==> config.mk <==
export PLATFORM = sky130hd
export DESIGN_NAME = broadcast_alu_slice
export DESIGN_NICKNAME = d
export VERILOG_FILES = /design/src/rtl/broadcast_alu_slice.sv
export SDC_FILE = /design/constraint.sdc
export NUM_CORES = 1
export LEC_CHECK = 0
export ABC_AREA = 0
export CAP_MARGIN = 40
export CORE_ASPECT_RATIO = 1.5
export CORE_MARGIN = 2
export CORE_UTILIZATION = 54
export CTS_CLUSTER_SIZE = 28
export DETAILED_ROUTE_END_ITERATION = 16
export GPL_ROUTABILITY_DRIVEN = 0
export PLACE_DENSITY_LB_ADDON = 0.2
export SYNTH_ARGS = -nofsm -noshare
export SYNTH_HDL_FRONTEND = slang
export SYNTH_SLANG_ARGS = --single-unit
==> constraint.sdc <==
create_clock -name clk -period 3.62 [get_ports clk]
set_input_delay 0.543 -clock clk [delete_from_list [all_inputs] [get_ports clk]]
set_output_delay 0.543 -clock clk [all_outputs]
set_load 0.02 [all_outputs]
==> src/rtl/broadcast_alu_slice.sv <==
`default_nettype none
// ============================================================================
// Module   : broadcast_alu_slice
// Brief    : Bit-serial ALU slice fed by a broadcast truth-table vector bus.
// Revision : 1.0 - initial release
// ============================================================================
module broadcast_alu_slice #(
    parameter int WIDTH = 32
) (
    input  logic             clk,
    input  logic             reset,
    input  logic [7:0]       vector,
    input  logic             vec_valid,
    input  logic             start,
    input  logic [2:0]       op,
    input  logic [WIDTH-1:0] a,
    input  logic [WIDTH-1:0] b,
    output logic             ready,
    output logic             done,
    output logic [WIDTH-1:0] result,
    output logic             carry_out
);

    localparam int              IW     = $clog2(WIDTH);
    localparam logic [IW-1:0]   C_LAST = IW'(WIDTH - 1);

    localparam logic [2:0] OP_ADD  = 3'd0;
    localparam logic [2:0] OP_SUB  = 3'd1;
    localparam logic [2:0] OP_AND  = 3'd2;
    localparam logic [2:0] OP_OR   = 3'd3;
    localparam logic [2:0] OP_XOR  = 3'd4;
    localparam logic [2:0] OP_SLT  = 3'd5;
    localparam logic [2:0] OP_SLTU = 3'd6;
    localparam logic [2:0] OP_SEQ  = 3'd7;

    typedef enum logic [1:0] {
        S_IDLE = 2'd0,
        S_RUN  = 2'd1,
        S_DONE = 2'd2
    } state_t;

    state_t             r_state;
    state_t             w_state_nxt;
    logic [WIDTH-1:0]   r_a;
    logic [WIDTH-1:0]   r_b;
    logic [2:0]         r_op;
    logic [IW-1:0]      r_idx;
    logic               r_carry;
    logic               r_lt;
    logic               r_eq;
    logic [WIDTH-1:0]   r_res;
    logic [WIDTH-1:0]   r_result;
    logic               r_carry_out;
    logic               r_done;
    logic               r_ready;

    logic               w_ai;
    logic               w_bi;
    logic               w_last;
    logic [1:0]         w_pair;
    logic               w_match;
    logic               w_bit;
    logic               w_carry_nxt;
    logic               w_lt_nxt;
    logic               w_eq_nxt;
    logic [WIDTH-1:0]   w_res_nxt;
    logic [WIDTH-1:0]   w_result_fin;
    logic               w_cout_fin;
    logic               w_unused_x;

    assign w_unused_x = vector[5];

    always_comb begin
        w_state_nxt  = r_state;
        w_ai         = r_a[r_idx];
        w_bi         = r_b[r_idx];
        w_last       = (r_idx == C_LAST);
        w_pair       = {w_ai, w_bi ^ (r_op == OP_SUB)};
        // Signed compare: swapping the sign bits turns "a<b" into LT of the swapped pair
        if (r_op == OP_SLT && w_last) begin
            w_pair = {w_bi, w_ai};
        end
        w_match      = (r_state == S_RUN) && vec_valid && (vector[7:6] == w_pair);
        w_carry_nxt  = r_carry ? vector[4] : vector[1];
        w_lt_nxt     = vector[3] ? r_lt : vector[0];
        w_eq_nxt     = r_eq & vector[3];

        case (r_op)
            OP_ADD, OP_SUB: w_bit = r_carry ? vector[3] : vector[2];
            OP_AND:         w_bit = vector[1];
            OP_OR:          w_bit = vector[4];
            OP_XOR:         w_bit = vector[2];
            default:        w_bit = 1'b0;
        endcase

        w_res_nxt        = r_res;
        w_res_nxt[r_idx] = w_bit;

        case (r_op)
            OP_SLT, OP_SLTU: w_result_fin = {{(WIDTH-1){1'b0}}, w_lt_nxt};
            OP_SEQ:          w_result_fin = {{(WIDTH-1){1'b0}}, w_eq_nxt};
            default:         w_result_fin = w_res_nxt;
        endcase
        w_cout_fin = ((r_op == OP_ADD) || (r_op == OP_SUB)) && w_carry_nxt;

        case (r_state)
            S_IDLE:  if (start) w_state_nxt = S_RUN;
            S_RUN:   if (w_match && w_last) w_state_nxt = S_DONE;
            S_DONE:  w_state_nxt = S_IDLE;
            default: w_state_nxt = S_IDLE;
        endcase
    end

    always_ff @(posedge clk or negedge reset) begin
        if (!reset) begin
            r_state     <= S_IDLE;
            r_a         <= '0;
            r_b         <= '0;
            r_op        <= '0;
            r_idx       <= '0;
            r_carry     <= 1'b0;
            r_lt        <= 1'b0;
            r_eq        <= 1'b0;
            r_res       <= '0;
            r_result    <= '0;
            r_carry_out <= 1'b0;
            r_done      <= 1'b0;
            r_ready     <= 1'b1;
        end else begin
            r_state <= w_state_nxt;
            r_done  <= (r_state == S_RUN) && (w_state_nxt == S_DONE);
            r_ready <= (w_state_nxt == S_IDLE);
            if (r_state == S_IDLE && start) begin
                r_a     <= a;
                r_b     <= b;
                r_op    <= op;
                r_idx   <= '0;
                r_carry <= (op == OP_SUB);
                r_lt    <= 1'b0;
                r_eq    <= 1'b1;
                r_res   <= '0;
            end else if (w_match) begin
                r_res   <= w_res_nxt;
                r_carry <= w_carry_nxt;
                r_lt    <= w_lt_nxt;
                r_eq    <= w_eq_nxt;
                if (w_last) begin
                    r_idx       <= '0;
                    r_result    <= w_result_fin;
                    r_carry_out <= w_cout_fin;
                end else begin
                    r_idx <= r_idx + IW'(1);
                end
            end
        end
    end

    assign ready     = r_ready;
    assign done      = r_done;
    assign result    = r_result;
    assign carry_out = r_carry_out;

endmodule
`default_nettype wire

Word level (Yosys, flattened, before mapping). Cells that the tools add are included.

Register bits after elaboration: 144. Bits in latches: 0. Memory bits (writable): 0. ROM bits: 0. Bits of input ports: 79. Output and inout port bits: 35. Logic and storage cells: 74. Memories kept: 0.

Add/subtract/negate cells: 1. Multipliers: 0. Div/mod/pow operators: 0. Order comparisons: 2. Equality and inequality tests: 12. Shift operators: 0. Mux-type cells: 27. Bitwise operators: 3. Reduce and logical (&&, ||, !) cells: 16.

Operators by type and width (count): 32-bit two-way mux (2); 32-bit case mux with 2 select lines (1); 32-bit bitwise mux (1); 5-bit two-way mux (3); 3-bit equality test, second input constant (4); 1-bit two-way mux (12); 1-bit binary-select mux with 5-bit select (2); 1-bit logical AND (8); 3-bit by 1-bit equality test with 1-bit output, second input constant (2); 3-bit by 2-bit equality test with 1-bit output, second input constant (2); 5-bit by 6-bit less-than comparator with 1-bit output, second input constant (1); 2-bit two-way mux (3); 5-bit by 1-bit adder with 5-bit output, second input constant (1); 1-bit demux with 5-bit select (1); 5-bit equality test, second input constant (1); 5-bit by 1-bit greater-or-equal comparator with 1-bit output, second input constant (1); 2-bit logical NOT (2); 1-bit case mux with 4 select lines (1); 2-bit case mux with 2 select lines (1); 2-bit OR reduction (2); 3-bit logical NOT (1); 3-bit AND reduction (1); 2-bit by 1-bit equality test with 1-bit output, second input constant (1); 2-bit equality test (1); other kinds (6) (6).

Logic depth before layout (Yosys ltp).
Word-level depth: 11. Mapped depth: 12. Depth with buffers taken out: 9.

Least setup slack after synthesis. No wires, ideal clock.

Kind: flip-flop to flip-flop. From: register r_idx[1]. To: register r_result[10], in the netlist result[10]. Library setup time: 0.125 ns. Data arrival time: 2.983 ns. Required time: 3.495 ns. Path slack: 0.511 ns. Cell stages (with the launch flop): 13. Path buffers: 4. Period minus slack after synthesis: 3.109 ns. Cells stage by stage: dfrtp_1 buf_6 buf_2 buf_2 mux2i_1 nor3_1 nor4_1 nand4_1 mux2_2 mux2_4 nand3_4 buf_6 mux2_4.

Cells in the longest elaborated chain, start to end: 7. Elaborated cells on any way between the ends: 18. Those cells by class: 2 x order compare; 2 x eq/ne; 9 x mux; 1 x bitwise; 4 x reduce/logical.

RTL lines: from (decl) (line 47) `logic [IW-1:0] r_idx;`; from (signal assigned) (line 152) `r_idx <= r_idx + IW'(1);`; 1-bit binary-select mux with 5-bit select (line 76) `w_bi = r_b[r_idx];`; 1-bit two-way mux (not written as such) (line 76); 1-bit XOR (line 78) `w_pair = {w_ai, w_bi ^ (r_op == OP_SUB)};`; 2-bit two-way mux (line 80) `if (r_op == OP_SLT && w_last) begin`; 2-bit equality test (line 83) `w_match = (r_state == S_RUN) && vec_valid && (vector[7:6] == w_pair);`; 1-bit logical AND (line 83); 3-bit AND reduction (no source line); to (signal assigned) (line 149) `r_result <= w_result_fin;`; to (decl) (line 52) `logic [WIDTH-1:0] r_result;`.

Several ways; a longest one is shown, not always the timed one. The select of a mux whose other input is x is not followed. A chain may end at the register's enable or synchronous reset.

Worst setup path after layout.
From: register r_idx[1]. To: register r_result[2], in the netlist result[2].

Same word-level chain as after synthesis.

==> summary.log <==
qor: detailed_routing.routed_wl 16500 microns
qor: min_path.worstHoldPathType in -> async
qor: die.starting_density 0.556
qor: finish.mostFrequentLayoutCells nand2_1 (270), dfrtp_1 (143), clkdlybuf4s50_1 (111)
qor: place.place_inst 977
qor: clock_network.htree_depth 4
qor: global_routing.use_met1 0.280
qor: finish.area_growth_syn_to_fin 26.8%
qor: clock_network.cts.reportedPaths.clkPinSlew 0.06 ns
qor: yosys.synthDominantCellAreaShare 0.494
qor: pwr.relative_contribution_of_sequential_cells_to_total_power 0.357
qor: critical_path.timing.critical_path.from_type flop
qor: finish.nNetsFinal 921
qor: timing.totalNegativeSetupSlack 0 ns
qor: timing.finalClockSkew 0.00931 ns
qor: die.dieArea 14400 sq um
qor: finish.post_route_cells_drive_above_1_share 0.127
qor: timing.min_period_over_period 0.925
qor: critical_path.worstSetupPathDepth 9
qor: yosys.synth_area 7240 sq um
qor: finish.cell_area_after_layout 9180 sq um
qor: global_routing.gr_usage_total 0.238
qor: critical_path.crit_family multiplexers
qor: yosys.post_synth_edffs 0
qor: timing.setup-violations-final 0
qor: critical_path.r2r_setup_slack 0.27 ns
qor: critical_path.cp_cell_sequence mux4_2, a22o_1, nor4_1, nand4_1, mux2_2, mux2_4, nand3_4, buf_12, mux2_2
qor: clock_network.cts_max_path_buffers 2
qor: detailed_routing.drt_iter0_markers 319
qor: finish.instances_no_fill 1008
qor: pwr.p_comb_frac 0.324
qor: yosys.post_synth.cell_area_avg 9.89 sq um
qor: critical_path.timing.critical_path.required 3.93 ns
qor: yosys.synth_top_flop_cell dfrtp_1
qor: critical_path.crit_arrival 3.66 ns
qor: yosys.post_synthesis_sequential_area_ratio 0.498
qor: yosys.synthesis.instances 732
qor: critical_path.crit_top_cell mux2_2
qor: finish.mostFrequentLayoutCell nand2_1
qor: die.io_pins 114
qor: global_routing.largest_net_degree_at_the_start_of_global_routing 88
qor: pwr.pwr_density_cell 605 nW/um^2
qor: finish.antenna_diode_count 0
qor: detailed_routing.via_count 5510
qor: global_routing.antenna_found_initial 0
qor: detailed_routing.routed_vias_inst 5.47
qor: pwr.p_leak 4.83 nW
qor: timing.drv_slew 0
qor: die.std_cell_rows 51
qor: clock_network.cts_tree done
qor: clock_network.cts.sink_count 144
qor: detailed_routing.antenna_left 0
qor: place.placedInstanceArea 8580 sq um
qor: die.die_height 146 microns
qor: pwr.power_switching_share 0.334
qor: clock_network.clk_root_buffer_cell clkbuf_16
qor: run_status.run_status completed
qor: clock_network.cts-buffers-inserted 17
qor: pwr.cell_int_power 3.70 mW
qor: pwr.ir_drop 0.347 mV
qor: global_routing.grt_overflow 0
qor: global_routing.grt_pass1_wl 27600 microns
qor: detailed_routing.first_pass_iters 5
qor: die.core-area 13000 sq um
qor: global_routing.busiest_layer met2
qor: pwr.clkPwrFrac 0.319
qor: global_routing.globalRouteMet3Util 0.0456
qor: job.drv.max_cap_violation_count 0
qor: timing.maxSlewHeadroom 0.589
qor: yosys.yosys-top-cells-area dfrtp_1 (49%), nand2_1 (14%), mux2i_1 (12%), mux2_4 (5.8%), nor2_1 (2.2%)
qor: critical_path.worst-path-buf-inv 1
qor: timing.final_period_minus_worst_setup_slack 3.35 ns
qor: place.place.port_buffers 112
qor: die.die_x 98.5 microns
qor: yosys.yosys_warnings 0
qor: yosys.synthesized_netlist_net_count 816
qor: critical_path.slowest_stage mux4_2
qor: timing.fmax 298 MHz
qor: global_routing.grtUsageMet2 0.427
qor: yosys.synth_top_cell_by_area dfrtp_1
qor: detailed_routing.wl_per_cell 16.3 microns
qor: yosys.share_of_synthesized_flip_flops_with_an_asynchronous_set_or_reset 1.00
qor: critical_path.timing.critical_path.to_type flop
qor: pwr.netSwitchingPower 1.85 mW
qor: clock_network.post-cts-setup-buffers 0
qor: yosys.synth_seq_cells 144
qor: global_routing.via_count_of_the_first_global_routing_pass 5775
qor: critical_path.critical_path.max_stage_delay 0.57 ns
qor: clock_network.cts-resized-gates 0
qor: timing.worst-slew-pin-transition 0.615 ns
qor: critical_path.timing.setup.critical_path_class reg -> reg
qor: pwr.design_power_total 5.55 mW
qor: critical_path.worst_r2r_path_depth 9
qor: clock_network.hold_bufs_at_cts 0
qor: place.detailedPlacementHpwl 11400 microns
qor: critical_path.critical_path.max_fanout 18
qor: timing.hold_violations 0
qor: critical_path.worst_reg2reg_endpoint result[2]$_DFFE_PN0P_
qor: critical_path.regToRegStartpoint r_idx[1]$_DFFE_PN0P_
qor: yosys.yosysUniqueCellTypes 52
qor: timing.rsz_0062_raised_after_global_routing false
qor: clock_network.worst_skew_pair.late_latency 0.42 ns
qor: detailed_routing.drc 0
qor: timing.whs 0.0195 ns
==> cell families (layout without fill, tap and decap cells) <==
logic type | count (synthesis) | count (layout) | share of synthesized area
AO/OA/AOI/OAI | 37 | 37 | 0.0391
XOR/XNOR | 2 | 2 | 0.00501
adder cells (fa/ha/maj) | 5 | 5 | 0.00864
buffers and inverters | 54 | 171 | 0.0342
flip-flops | 144 | 144 | 0.498
multiplexers | 131 | 131 | 0.212
AND/OR/NAND/NOR | 359 | 359 | 0.203
==> cells in the mapped netlist (all sizes together) (2+ instances only) <==
library cell and number:
a21oi 4, a22o 2, a22oi 2, a31o 2, a31oi 2, and2 4, and3 3, buf 20
clkbuf 26, dfrtp 143, ha 5, inv 8, mux2 42, mux2i 84, mux4 5, nand2 272
nand2b 5, nand3 8, nand3b 2, nand4 3, nor2 43, nor2b 3, nor3 6, nor3b 4
nor4 2, o211ai 2, o21a 2, o21ai 4, o221ai 2, o22ai 5, o31ai 3
==> per-stage QoR <==
stage	util	worst slack, ns
finish	0.705	0.270
global route	0.705	0.126
CTS	0.705	0.287
detailed placement	0.659	0.310
global placement	0.656	0.334
floorplan	-	0.511
==> power by group through the flow <==
stage                     Clock [mW]  Combinational, mW  Sequential [mW]
after global routing            1.87               1.96             2.01
final                           1.77               1.80             1.98
after CTS                       1.79               1.80             1.98
after global placement             0               1.74             1.99
after detailed placement           0               1.79             2.01
after floorplan                    0               1.27             1.96
==> routing by layer <==
metal | vias to the layer above | share of wire | wire length [microns]
met5 | - | 0 | 0
met4 | 0 | 0.020 | 323
met3 | 27 | 0.036 | 591
met2 | 140 | 0.55 | 9010
met1 | 2703 | 0.40 | 6540
li1 | 2640 | - | -
==> area by class of cell <==
cell class              instances  area [sq um]
fillers                       998          3840
flip-flops and latches        144          3600
multi-input cells             534          3390
repair buffers                132          1360
clock buffers                  18           429
well taps                     159           199
clock inverters                13           163
inverters                       8          30.0
==> registers in the layout, indices dropped and copies added, names as in the netlist <==
| name | flops |
|---|---|
| carry_out | 1 |
| done | 1 |
| r_a | 32 |
| r_b | 32 |
| r_carry | 1 |
| r_eq | 1 |
| r_idx | 5 |
| r_lt | 1 |
| r_op | 3 |
| r_res | 32 |
| r_state | 2 |
| ready | 1 |
| result | 32 |
==> worst max path at each step <==
| stage | from | endpoint |
|---|---|---|
| floorplan | r_idx[1]$_DFFE_PN0P_ | result[10]$_DFFE_PN0P_ |
| global placement | r_idx[1]$_DFFE_PN0P_ | result[3]$_DFFE_PN0P_ |
| detailed placement | r_idx[1]$_DFFE_PN0P_ | result[3]$_DFFE_PN0P_ |
| CTS | r_idx[1]$_DFFE_PN0P_ | result[2]$_DFFE_PN0P_ |
| global route | r_idx[1]$_DFFE_PN0P_ | result[3]$_DFFE_PN0P_ |
| finish | r_idx[1]$_DFFE_PN0P_ | result[2]$_DFFE_PN0P_ |
Note: power is estimated with default switching activity, not from simulation.
